$ cat src/rtl/motion_update_velocity_broadcaster.sv
// Sweeps every cell, reads its particle count then each velocity/force pair,
// and broadcasts v + (f >>> DT_SHIFT) tagged with the destination cell.
module motion_update_velocity_broadcaster #(
  parameter int unsigned DATA_WIDTH    = 32,
  parameter int unsigned PARTICLE_NUM  = 220,
  parameter int unsigned ADDR_WIDTH    = 8,
  parameter int unsigned CELL_ID_WIDTH = 4,
  parameter int unsigned X_DIM         = 3,
  parameter int unsigned Y_DIM         = 4,
  parameter int unsigned Z_DIM         = 3,
  parameter int unsigned DT_SHIFT      = 8,
  parameter int unsigned READ_LATENCY  = 2
) (
  input  logic                         clk,
  input  logic                         rst,
  input  logic                         start,
  output logic [3*CELL_ID_WIDTH-1:0]   out_rd_cell,
  output logic [ADDR_WIDTH-1:0]        out_rd_address,
  output logic                         out_rden,
  input  logic [3*DATA_WIDTH-1:0]      in_velocity,
  input  logic [3*DATA_WIDTH-1:0]      in_force,
  input  logic [3*CELL_ID_WIDTH-1:0]   in_dst_cell,
  output logic                         motion_update_enable,
  output logic [3*DATA_WIDTH-1:0]      out_data,
  output logic [3*CELL_ID_WIDTH-1:0]   out_data_dst_cell,
  output logic                         out_data_valid,
  output logic                         out_done
);

  localparam int unsigned CW     = CELL_ID_WIDTH;
  localparam int unsigned DW     = DATA_WIDTH;
  localparam int unsigned AW     = ADDR_WIDTH;
  localparam int unsigned RL     = READ_LATENCY;
  localparam int unsigned WAIT_W = $clog2(READ_LATENCY + 1);

  localparam logic [2:0] S_IDLE      = 3'd0;
  localparam logic [2:0] S_RD_NUM    = 3'd1;
  localparam logic [2:0] S_WAIT_NUM  = 3'd2;
  localparam logic [2:0] S_STREAM    = 3'd3;
  localparam logic [2:0] S_DRAIN     = 3'd4;
  localparam logic [2:0] S_NEXT_CELL = 3'd5;
  localparam logic [2:0] S_FINISH    = 3'd6;

  logic [2:0]        state_q, state_d;
  logic [CW-1:0]     x_q, x_d, y_q, y_d, z_q, z_d;
  logic [AW-1:0]     count_q, count_d;
  logic [AW-1:0]     addr_q, addr_d;
  logic [WAIT_W-1:0] wait_q, wait_d;
  logic              rden_q, rden_d;
  logic [3*CW-1:0]   rd_cell_q, rd_cell_d;
  logic              enable_q, enable_d;
  logic              done_q, done_d;
  logic [RL-1:0]     tag_q, tag_d;
  logic [3*DW-1:0]   data_q, data_d;
  logic [3*CW-1:0]   dst_q, dst_d;
  logic              valid_q, valid_d;

  // Sweep control; outputs are registered from the next-state decision so they align with the state.
  always_comb begin
    state_d = state_q;
    x_d     = x_q;
    y_d     = y_q;
    z_d     = z_q;
    count_d = count_q;
    wait_d  = wait_q;
    addr_d  = '0;
    case (state_q)
      S_IDLE: begin
        if (start) state_d = S_RD_NUM;
      end
      S_RD_NUM: begin
        wait_d  = '0;
        state_d = S_WAIT_NUM;
      end
      S_WAIT_NUM: begin
        if (wait_q == WAIT_W'(RL - 1)) begin
          count_d = (in_velocity[AW-1:0] > AW'(PARTICLE_NUM)) ? AW'(PARTICLE_NUM)
                                                              : in_velocity[AW-1:0];
          if (count_d == '0) begin
            state_d = S_NEXT_CELL;
          end else begin
            state_d = S_STREAM;
            addr_d  = AW'(1);
          end
        end else begin
          wait_d = wait_q + WAIT_W'(1);
        end
      end
      S_STREAM: begin
        if (addr_q == count_q) begin
          wait_d  = '0;
          state_d = S_DRAIN;
        end else begin
          addr_d = addr_q + AW'(1);
        end
      end
      S_DRAIN: begin
        if (wait_q == WAIT_W'(RL - 1)) state_d = S_NEXT_CELL;
        else                           wait_d  = wait_q + WAIT_W'(1);
      end
      S_NEXT_CELL: begin
        state_d = S_RD_NUM;
        if (z_q != CW'(Z_DIM)) begin
          z_d = z_q + CW'(1);
        end else begin
          z_d = CW'(1);
          if (y_q != CW'(Y_DIM)) begin
            y_d = y_q + CW'(1);
          end else begin
            y_d = CW'(1);
            if (x_q != CW'(X_DIM)) begin
              x_d = x_q + CW'(1);
            end else begin
              x_d     = CW'(1);
              state_d = S_FINISH;
            end
          end
        end
      end
      S_FINISH: begin
        state_d = S_IDLE;
      end
      default: begin
        state_d = S_IDLE;
      end
    endcase
    rden_d    = (state_d == S_RD_NUM) || (state_d == S_STREAM);
    rd_cell_d = rden_d ? {x_d, y_d, z_d} : '0;
    enable_d  = (state_d != S_IDLE) && (state_d != S_FINISH);
    done_d    = (state_d == S_FINISH);
  end

  // Tag pipeline tracks which returning words are particle data, then the velocity update.
  always_comb begin
    logic signed [DW-1:0] v_c;
    logic signed [DW-1:0] f_c;
    v_c     = '0;
    f_c     = '0;
    tag_d   = RL'({tag_q, (rden_q && (addr_q != '0))});
    valid_d = tag_q[RL-1];
    data_d  = '0;
    dst_d   = '0;
    if (tag_q[RL-1]) begin
      for (int i = 0; i < 3; i++) begin
        v_c = in_velocity[i*DW +: DW];
        f_c = in_force[i*DW +: DW];
        data_d[i*DW +: DW] = v_c + (f_c >>> DT_SHIFT);
      end
      dst_d = in_dst_cell;
    end
  end

  always_ff @(posedge clk or posedge rst) begin
    if (rst) begin
      state_q   <= S_IDLE;
      x_q       <= CW'(1);
      y_q       <= CW'(1);
      z_q       <= CW'(1);
      count_q   <= '0;
      addr_q    <= '0;
      wait_q    <= '0;
      rden_q    <= 1'b0;
      rd_cell_q <= '0;
      enable_q  <= 1'b0;
      done_q    <= 1'b0;
      tag_q     <= '0;
      data_q    <= '0;
      dst_q     <= '0;
      valid_q   <= 1'b0;
    end else begin
      state_q   <= state_d;
      x_q       <= x_d;
      y_q       <= y_d;
      z_q       <= z_d;
      count_q   <= count_d;
      addr_q    <= addr_d;
      wait_q    <= wait_d;
      rden_q    <= rden_d;
      rd_cell_q <= rd_cell_d;
      enable_q  <= enable_d;
      done_q    <= done_d;
      tag_q     <= tag_d;
      data_q    <= data_d;
      dst_q     <= dst_d;
      valid_q   <= valid_d;
    end
  end

  assign out_rd_cell          = rd_cell_q;
  assign out_rd_address       = addr_q;
  assign out_rden             = rden_q;
  assign motion_update_enable = enable_q;
  assign out_data             = data_q;
  assign out_data_dst_cell    = dst_q;
  assign out_data_valid       = valid_q;
  assign out_done             = done_q;

endmodule

$ cat config.mk
export PLATFORM = sky130hd
export DESIGN_NAME = motion_update_velocity_broadcaster
export DESIGN_NICKNAME = d
export VERILOG_FILES = /design/src/rtl/motion_update_velocity_broadcaster.sv
export SDC_FILE = /design/constraint.sdc
export NUM_CORES = 1
export LEC_CHECK = 0
export CORE_AREA = 2 2 206 208
export CTS_BUF_LIST = sky130_fd_sc_hd__clkbuf_16
export DETAILED_ROUTE_END_ITERATION = 10
export DIE_AREA = 0 0 208 210
export PLACE_DENSITY_LB_ADDON = 0.1
export SETUP_SLACK_MARGIN = 0.2
export SYNTH_ARGS = -nofsm -noshare
export SYNTH_HDL_FRONTEND = slang
export SYNTH_SLANG_ARGS = --single-unit
$ cat constraint.sdc
create_clock -name clk -period 5.5 [get_ports clk]
set_input_delay 1.1 -clock clk [delete_from_list [all_inputs] [get_ports clk]]
set_output_delay 1.1 -clock clk [all_outputs]
set_load 0.05 [all_outputs]
# After elaboration in Yosys (flattened, before gate mapping)
# Cells that the tools add are included.
# W data, S select, Z words.
[op_classes]
n_addsub = 8
mul = 0
div = 0
n_lt_le_gt_ge = 1
n_eq_ne = 16
n_shift = 0
mux = 29
bitwise = 0
n_reduce_logical = 11
[op_table]
columns = ["op", "count"]
rows = [
  ["$add A32 B24 Y32", 3],
  ["$mux W96", 1],
  ["$mux W4", 9],
  ["$mux W12", 2],
  ["$mux W3", 8],
  ["$pmux W3 S6", 1],
  ["$mux W8", 2],
  ["$pmux W8 S2", 1],
  ["$add A4 B1 Y4 const B", 3],
  ["$eq A3 B2 Y1 const B", 3],
  ["$eq A3 B3 Y1 const B", 3],
  ["$add A8 B1 Y8 const B", 1],
  ["$eq A8 B8 Y1", 1],
  ["$gt A8 B8 Y1 const B", 1],
  ["$logic_not A8 Y1", 1],
  ["$ne A4 B2 Y1 const B", 2],
  ["$reduce_bool A8 Y1", 1],
  ["$eq A3 B1 Y1 const B", 2],
  ["$pmux W2 S3", 1],
  ["$reduce_bool A3 Y1", 2],
  ["$mux W2", 2],
  ["$ne A2 B2 Y1 const B", 2],
  ["$ne A4 B3 Y1 const B", 1],
  ["$logic_not A3 Y1", 1],
  ["9 further kinds", 11],
]
[word_totals]
ff_bits = 159
latchBits = 0
ram_bits = 0
romBits = 0
input_bits = 207
output_inout_bits = 132
word_cells = 80
n_memories = 0

# Longest topological paths before layout
# Gate-level depths: netlist (run 1).
[depth]
word_depth = 9
depth_mapped = 12
mapped_depth_nobuf = 10

# Least setup slack after synthesis (run 1)
# OpenSTA, ideal clock, no wires.
[synth_timing]
path_kind = "input -> register"
startpoint = "input port in_velocity[64]"
endpoint = "register data_q[76], in the netlist out_data[76]"
arrival_time_ns = 3.217
t_required_ns = 5.390
slack_ns = 2.173
cell_stages = 10
path_buffers = 0
cell_sequence = "ha_1 -> fa_1 -> a211oi_1 -> o21ai_1 -> a21oi_1 -> o21bai_1 -> a21o_1 -> a2111oi_1 -> o311ai_0 -> o41ai_1"
[synth_between]
elab_chain_len = 2
[synth_lines]
columns = ["item", "line", "rtl"]
rows = [
  ["from (decl)", "20", "input logic [3*DATA_WIDTH-1:0] in_velocity,"],
  ["$add A32 B24 Y32", "147", "data_d[i*DW +: DW] = v_c + (f_c >>> DT_SHIFT);"],
  ["$mux W96", "143", "if (tag_q[RL-1]) begin"],
  ["named net data_d[76]", "54", "logic [3*DW-1:0] data_q, data_d;"],
  ["to (signal assigned)", "183", "data_q <= data_d;"],
  ["to (decl)", "54", ""],
]
# The timed path passes the listed nets, and every way through them passes these cells.
# A chain may end at the register's enable or synchronous reset.

# Final worst setup path (run 1)
[layout_timing]
startpoint = "input port in_force[40]"
endpoint = "register data_q[62], in the netlist out_data[62]"
[layout_between]
elab_chain_len = 2
[layout_lines]
columns = ["item", "line", "rtl"]
rows = [
  ["from (decl)", "21", "input logic [3*DATA_WIDTH-1:0] in_force,"],
  ["$add A32 B24 Y32", "147", ""],
  ["$mux W96", "143", ""],
  ["named net data_d[62]", "54", ""],
]
# The timed path passes the listed nets, and every way through them passes these cells.

==> qor.txt, run 1 <==
FINAL LAYOUT
---------------------------------------------------------------------------------
Final standard cell area without fillers                               14600 um^2
Final core utilization                                                      0.351
NumNets Final                                                                1714
Share of post-route cells with drive strength above 1                      0.0466
Area growth syn-to-layout                                                   42.1%

FLOORPLAN
---------------------------------------------------------------------------------
Standard-cell row count                                                        75
Die extent in y                                                            210 um
Initial standard-cell utilization of the core                               0.247
Core outline area                                                      41500 um^2
Die Footprint                                                          43700 um^2
Number of ports placed on the die boundary                                    339
Floorplan die width                                                        208 um

CLOCKING
---------------------------------------------------------------------------------
Clock buffer depth                                                              2
Latest clock arrival within the worst-skew pair                           0.45 ns
Number of gates resized after cts                                               0
CTS Buf Count                                                                  17
Root cell of the clock tree                                             clkbuf_16
Post-CTS setup buffers                                                          0
Number of clock sinks                                                         159
Clock tree from TritonCTS                                                   built
Hold buffer count at cts                                                        0
Number of H-tree levels                                                         4
Clock slew seen by the registers of the worst setup and hold paths        0.07 ns

YOSYS
---------------------------------------------------------------------------------
Post-synth EDFFs                                                                0
Number of storage elements in the synthesis netlist                           159
Cell Area, Synth                                                       10200 um^2
Unique masters post-synth                                                      81
Compound-gate portion of the synthesized area                               0.198
Yosys warnings                                                                  0
Post-synthesis instance total                                                1098
Share of the synthesized netlist area taken by xor and xnor gates          0.0633
Share of synthesized flip-flops with an asynchronous set or reset            1.00
Dominant combinational cell family by area after synthesis           compound AO/OA/AOI/OAI gates
Synth Area per Inst                                                     9.33 um^2
Fraction of synthesized area in multiplexers                               0.0142
Synth Area in Adders                                                        0.128
Most used flip-flop cell after synthesis                                  dfrtp_1
Area share of and/or/nand/nor cells after synthesis                         0.183
Net count after synthesis                                                    1408
Sequential-to-total area share from yosys stat                              0.389

POWER AND IR DROP
---------------------------------------------------------------------------------
Cell-internal power                                                       2.95 mW
Power density over cell area                                          360 nW/um^2
Combinational share of power                                                0.477
Static power due to leakage                                               6.35 nW
Peak supply drop                                                           186 uV
Clock Power Share                                                           0.226
Switching portion of total power                                            0.436
Relative contribution of sequential cells to total power                    0.297
Switch Pwr                                                                2.28 mW

GLOBAL ROUTE
---------------------------------------------------------------------------------
Total routing usage reported by global routing                              0.150
Overflow left after global routing                                              0
Initial antenna violation count                                                 3
Global-route wire length before repair                                    51.3 mm
Largest net degree at the start of global routing                             160
Vias in the first global route                                               9170

WORST SETUP PATH
---------------------------------------------------------------------------------
Minimum setup slack among reg-to-reg paths                                2.94 ns
WP buf/inv                                                                      1
CP top delay family                                                  compound AO/OA/AOI/OAI gates
Worst stage delay on the critical path                                    0.51 ns
Stages on the worst setup path                                                 11
Number of cells on the worst reg-to-reg path                                    9
Slowest cell on crit path                                                a311oi_1
Reg-to-reg critical path startpoint                                  state_q[0]$_DFF_PP0_
CP arrival                                                                4.05 ns
Worst path required time                                                  5.81 ns
Critical Path Sink                                                   out_data[62]$_DFF_PP0_
Worst reg2reg endpoint                                               motion_update_enable$_DFF_PP0_
Cells along the critical path                                        clkdlybuf4s50_1, ha_1, fa_1, a21oi_1, o211ai_1, a311oi_1, o2111ai_1, a31oi_1, o21ai_1, xnor2_1, nor2_1
Critical Path Start                                                  in_force[40]
Critical-path maximum fanout                                                    4
Endpoint class of the critical path                                     flip-flop
Sort of element at the start of the critical path                    primary input
Setup Crit Path Kind                                                       in2reg

JOB
---------------------------------------------------------------------------------
Count of max-cap constraint violations                                          0

STA
---------------------------------------------------------------------------------
Transition time at the pin with the least slew margin                    0.939 ns
Clock Skew                                                             0.00917 ns
Max Freq                                                                  268 MHz
Final number of max-transition violations                                       0
Final count of hold timing violations                                           0
Setup violations, final                                                         0
Post-route minimum period                                                 3.74 ns
Worst slew margin relative to its limit                                     0.374
Final clock period utilization by the worst path                            0.679
Setup repair after global routing missed its margin                            no
Worst Slack Setup Final                                                   1.76 ns
Post-route setup TNS                                                         0 ns

WORST HOLD PATH
---------------------------------------------------------------------------------
Hold Path Class                                                           reg2reg

PLACE
---------------------------------------------------------------------------------
Placement-stage worst setup slack                                         1.30 ns
Number of port buffers                                                        314
Routability Congestion                                                      0.806
Placed Instance Area                                                   14000 um^2
Final HPWL from detailed placement                                        24.8 mm

ROUTE
---------------------------------------------------------------------------------
Detail Route Antenna Nets                                                       0
Mean routed wirelength per cell                                           16.6 um
Residual DRC count                                                              0
WL final                                                                  32.6 mm
Vias post-DR                                                                 9115
Initial drt markers                                                           392
Via density                                                                  4.65
First-pass DRT Iterations                                                       5

STATUS
---------------------------------------------------------------------------------
Status                                                               finished, final reports clean

## final cells by class
| type | instances | area, um^2 |
|---|---|---|
| Tap cell | 539 | 674 |
| Clock buffer | 17 | 425 |
| Inverter | 35 | 135 |
| Antenna cell | 3 | 7.51 |
| Timing Repair Buffer | 318 | 3190 |
| Fill cell | 4299 | 26900 |
| Sequential cell | 159 | 3980 |
| Multi-Input combinational cell | 873 | 6000 |
| Clock inverter | 15 | 136 |
## power by group through the flow
stage          clock network, mW  logic (mW)  registers, mW
6_report                    1.18        2.50           1.55
5_1_grt                     1.29        2.70           1.58
4_1_cts                     1.24        2.54           1.56
3_5_place_dp                   0        2.53           1.57
3_3_place_gp                   0        2.53           1.58
2_1_floorplan                  0       0.885           2.31
## sequential cells by signal, indices dropped and copies added, names as in the netlist
signal	cells
count_q	8
motion_update_enable	1
out_data	96
out_data_dst_cell	12
out_data_valid	1
out_done	1
out_rd_address	8
out_rd_cell	12
out_rden	1
state_q	3
tag_q	2
wait_q	2
x_q	4
y_q	4
z_q	4
## cell families (layout without fill, tap and decap cells)
kind of cell	after synthesis	after routing
compound gates	298	298
buf+inv	66	385
simple gates	384	384
xor+xnor	74	74
mux	14	14
flops	159	159
fa+ha+maj	103	103
other cells	0	3
## layout by cell type, fill, tap and decap left out, drive strengths merged, types with 33 or more instances in the layout
master | netlist | layout
xnor2 | 40 | 40
nand3 | 33 | 33
xor2 | 34 | 34
dfrtp | 156 | 156
a21oi | 78 | 78
a21o | 38 | 38
clkdlybuf4s50 | 0 | 314
o21ai | 53 | 53
ha | 100 | 100
nor2 | 112 | 112
nand2 | 89 | 89
inv | 35 | 40
## layer usage
metal	vias up	global-route usage	wire [um]
li1	4597	-	-
met1	4298	0.194	15000
met2	189	0.241	15100
met3	29	0.0423	1780
met4	2	0.0482	597
met5	-	0	13
## worst min path at each step
| stage | start | end | cells past startpoint |
|---|---|---|---|
| 2_1_floorplan | tag_q[0]$_DFF_PP0_ | tag_q[1]$_DFF_PP0_ | 0 |
| 3_3_place_gp | tag_q[0]$_DFF_PP0_ | tag_q[1]$_DFF_PP0_ | 0 |
| 3_5_place_dp | tag_q[0]$_DFF_PP0_ | tag_q[1]$_DFF_PP0_ | 0 |
| 4_1_cts | tag_q[0]$_DFF_PP0_ | tag_q[1]$_DFF_PP0_ | 0 |
| 5_1_grt | tag_q[0]$_DFF_PP0_ | tag_q[1]$_DFF_PP0_ | 0 |
| 6_report | tag_q[0]$_DFF_PP0_ | tag_q[1]$_DFF_PP0_ | 0 |
## cells in the mapped netlist, types with 14 or more instances
| cell | n | area [um^2] |
|---|---|---|
| nor3_1 | 26 | 130 |
| nand2_1 | 89 | 334 |
| inv_1 | 34 | 128 |
| nor2_1 | 111 | 417 |
| o211ai_1 | 14 | 105 |
| o21ai_0 | 45 | 225 |
| and2_1 | 26 | 163 |
| nand4_1 | 15 | 93.8 |
| ha_1 | 100 | 1250 |
| a21o_1 | 38 | 285 |
| nand2b_1 | 16 | 100 |
| a31oi_1 | 14 | 87.6 |
| xor2_1 | 34 | 298 |
| a21oi_1 | 75 | 375 |
| clkbuf_1 | 22 | 82.6 |
| o21a_1 | 14 | 105 |
| and3_1 | 27 | 169 |
| a211oi_1 | 16 | 120 |
| dfrtp_1 | 156 | 3900 |
| nand3_1 | 32 | 160 |
| xnor2_1 | 40 | 350 |
## per-stage QoR
step | cells | power (mW) | hold WS (ns)
finish | 1959 | 5.23 | 0.350
global route | 1958 | 5.57 | 0.359
CTS | 1956 | 5.34 | 0.354
detailed placement | 1924 | 4.10 | 0.336
global placement | 1924 | 4.11 | 0.339
floorplan | 1098 | 3.19 | 0.331
Power figures use the tool's default switching activity.
==> run 2, diff against run 1 <==
- clock period: 5.5 -> 3 ns (I/O delays scaled with it)
==> run 2 against run 1 <==
  * Critical endpoint is now out_data[26]$_DFF_PP0_
  * Worst setup slack got worse by 1.4 ns
  * Critical path type unchanged
  * Register-to-register slack got worse by 2.5 ns
  * Non-clock buffer count increased by 166
  * Total power increased by 91%
  * Clock power increased by 87%
  * Utilization increased by 3.6 points
  * Highest routed layer unchanged
  * Global-route usage increased by 0.91 points
==> qor.txt, run 2 (synthesized netlist as in run 1, its figures left out) <==
GLOBAL ROUTE
---------------------------------------------------------------------------------
Vias in the first global route                                              10100   was 9170
Overflow left after global routing                                              0   unchanged
Initial antenna violation count                                                 4   was 3
Global-route wire length before repair                                    54.9 mm   was 51.3 mm
Total routing usage reported by global routing                              0.159   was 0.150
Largest net degree at the start of global routing                              84   was 160

POWER AND IR DROP
---------------------------------------------------------------------------------
Switching portion of total power                                            0.433   was 0.436
Power density over cell area                                          624 nW/um^2   was 360 nW/um^2
Combinational share of power                                                0.493   was 0.477
Switch Pwr                                                                4.34 mW   was 2.28 mW
Static power due to leakage                                               7.22 nW   was 6.35 nW
Clock Power Share                                                           0.221   was 0.226
Peak supply drop                                                           388 uV   was 186 uV
Cell-internal power                                                       5.68 mW   was 2.95 mW
Total power of the final layout                                           10.0 mW   was 5.23 mW
Relative contribution of sequential cells to total power                    0.286   was 0.297

STA
---------------------------------------------------------------------------------
Final number of max-transition violations                                       0   unchanged
Final clock period utilization by the worst path                            0.895
Setup repair after global routing missed its margin                            no   unchanged
Max Freq                                                                  373 MHz
Clock Skew                                                             0.00932 ns   was 0.00917 ns
Transition time at the pin with the least slew margin                    0.786 ns   was 0.939 ns
Worst slew margin relative to its limit                                     0.473   was 0.374
Post-route minimum period                                                 2.68 ns
Setup violations, final                                                         0   unchanged
Final count of hold timing violations                                           0   unchanged

WORST SETUP PATH
---------------------------------------------------------------------------------
Number of cells on the worst reg-to-reg path                                    9   unchanged
Slowest cell on crit path                                                    fa_2   was a311oi_1
Endpoint class of the critical path                                     flip-flop   unchanged
CP arrival                                                                2.98 ns   was 4.05 ns
WP buf/inv                                                                      1   unchanged
Worst path required time                                                  3.30 ns   was 5.81 ns
Stages on the worst setup path                                                 11   unchanged
Critical-path maximum fanout                                                    4   unchanged
CP most frequent cell                                                      a21o_1
Cells along the critical path                                        dlygate4sd2_1, ha_2, fa_2, a21o_1, a221o_1, a31o_1, nand4_1, a21oi_4, o31ai_4, a21o_1, a21oi_1   was clkdlybuf4s50_1, ha_1, fa_1, a21oi_1, o211ai_1, a311oi_1, o2111ai_1, a31oi_1, o21ai_1, xnor2_1, nor2_1
Sort of element at the start of the critical path                    primary input   unchanged
Critical Path Start                                                  in_velocity[0]   was in_force[40]
CP top delay family                                                  compound AO/OA/AOI/OAI gates   unchanged
Reg-to-reg critical path startpoint                                  state_q[0]$_DFF_PP0_   unchanged
Worst stage delay on the critical path                                    0.37 ns   was 0.51 ns
Setup Crit Path Kind                                                       in2reg   unchanged

FLOORPLAN
---------------------------------------------------------------------------------
Initial standard-cell utilization of the core                               0.247   unchanged
Die Footprint                                                          43700 um^2   unchanged
Number of ports placed on the die boundary                                    339   unchanged
Die extent in y                                                            210 um   unchanged
Standard-cell row count                                                        75   unchanged
Floorplan die width                                                        208 um   unchanged
Core outline area                                                      41500 um^2   unchanged

FINAL LAYOUT
---------------------------------------------------------------------------------
Final standard cell area without fillers                               16000 um^2   was 14600 um^2
NumNets Final                                                                1880   was 1714
Area growth syn-to-layout                                                   56.7%   was 42.1%
Flip-flop count of the largest register after layout                           96   unchanged
Leading cell type in the layout, fill and taps excluded              clkdlybuf4s50_1   unchanged
Share of post-route cells with drive strength above 1                       0.166   was 0.0466
Leading cell types in the layout, fill and taps excluded             308 x clkdlybuf4s50_1, 168 x buf_4, 155 x dfrtp_1, 110 x nor2_1, 97 x ha_1   was 314 x clkdlybuf4s50_1, 155 x dfrtp_1, 111 x nor2_1, 100 x ha_1, 89 x nand2_1

WORST HOLD PATH
---------------------------------------------------------------------------------
Hold Startpoint                                                      tag_q[0]$_DFF_PP0_   unchanged
Hold Path Class                                                           reg2reg   unchanged
Count of cells along the worst hold path                                        0   unchanged

ROUTE
---------------------------------------------------------------------------------
Mean routed wirelength per cell                                           16.3 um   was 16.6 um
Residual DRC count                                                              0   unchanged
First-pass DRT Iterations                                                       4   was 5
Via density                                                                  4.57   was 4.65
WL final                                                                  34.6 mm   was 32.6 mm
Vias post-DR                                                                 9711   was 9115
Detail Route Antenna Nets                                                       0   unchanged
Initial drt markers                                                           347   was 392

CLOCKING
---------------------------------------------------------------------------------
Hold buffer count at cts                                                        0   unchanged
Latest clock arrival within the worst-skew pair                           0.46 ns   was 0.45 ns
Number of H-tree levels                                                         4   unchanged
Clock buffer depth                                                              2   unchanged
Clock tree from TritonCTS                                                   built   unchanged
Root cell of the clock tree                                             clkbuf_16   unchanged
Number of clock sinks                                                         159   unchanged
Clock slew seen by the registers of the worst setup and hold paths        0.07 ns   about the same
CTS Buf Count                                                                  17   unchanged

PLACE
---------------------------------------------------------------------------------
Placed Instance Area                                                   15200 um^2   was 14000 um^2
Routability Congestion                                                      0.831   was 0.806
Number of port buffers                                                        314   unchanged
Final HPWL from detailed placement                                        26.8 mm   was 24.8 mm

STATUS
---------------------------------------------------------------------------------
Status                                                               finished, final reports clean   unchanged

JOB
---------------------------------------------------------------------------------
Count of max-cap constraint violations                                          0   unchanged

run 2: timing repair:
item                                    in CTS  in global routing
buffers inserted                             4                  3
gates resized for setup                     19                 26
hold endpoints to repair                     0                  0
endpoints found under the setup margin      14                 31
pin swaps                                   21                 19
run 2: routing by layer:
layer  global-route usage  vias up  wire, um
li1                     -     4932         -
met3               0.0338       30      1440
met2                0.263      202     16600
met4               0.0597        2       737
met5                    0        -        11
met1                0.204     4545     15900
run 2: path summary, 6_finish.rpt:
kind                                                       end  slack, ns
worst max-delay path                    out_data[26]$_DFF_PP0_       0.32
worst min-delay path                        tag_q[1]$_DFF_PP0_       0.35
worst max register to register  motion_update_enable$_DFF_PP0_       0.46
worst min register to register              tag_q[1]$_DFF_PP0_       0.35
max in group asynchronous               out_data[31]$_DFF_PP0_       1.90
min in group asynchronous               out_data[87]$_DFF_PP0_       0.64
run 2: cell type report:
class                      count  area, um^2
timing repair buffer         484        4440
clock buffer                  17         425
tap                          539         674
fill                        4240       25400
clock inverter                15         151
sequential                   159        3980
antenna                        3        7.51
multi-input combinational    873        6220
inverter                      35         135
run 2: power groups by stage:
| stage | Combinational, mW | Clock [mW] | Sequential [mW] |
|---|---|---|---|
| after global routing | 5.31 | 2.40 | 2.92 |
| after global placement | 4.92 | 0 | 2.91 |
| after detailed placement | 4.92 | 0 | 2.90 |
| after floorplan | 1.62 | 0 | 4.23 |
| after CTS | 4.97 | 2.32 | 2.87 |
| final | 4.94 | 2.21 | 2.87 |
run 2: per-stage QoR:
stage / util / setup TNS [ns] / hold slack [ns] / setup slack, ns / std cells
global placement: 0.366 / -10.68 / 0.340 / -0.504 / 2083
finish: 0.387 / 0 / 0.346 / 0.316 / 2125
global route: 0.387 / 0 / 0.353 / 0.184 / 2125
CTS: 0.383 / 0 / 0.346 / 0.202 / 2119
detailed placement: 0.366 / -11.30 / 0.339 / -0.536 / 2083
floorplan: - / 0 / 0.331 / 0.219 / 1098
==> run 3, diff against run 2 <==
- HOLD_SLACK_MARGIN: unset -> 0.03
==> results of run 3 <==
Same layout as run 2: the final DEF is identical, and so are final timing and power.
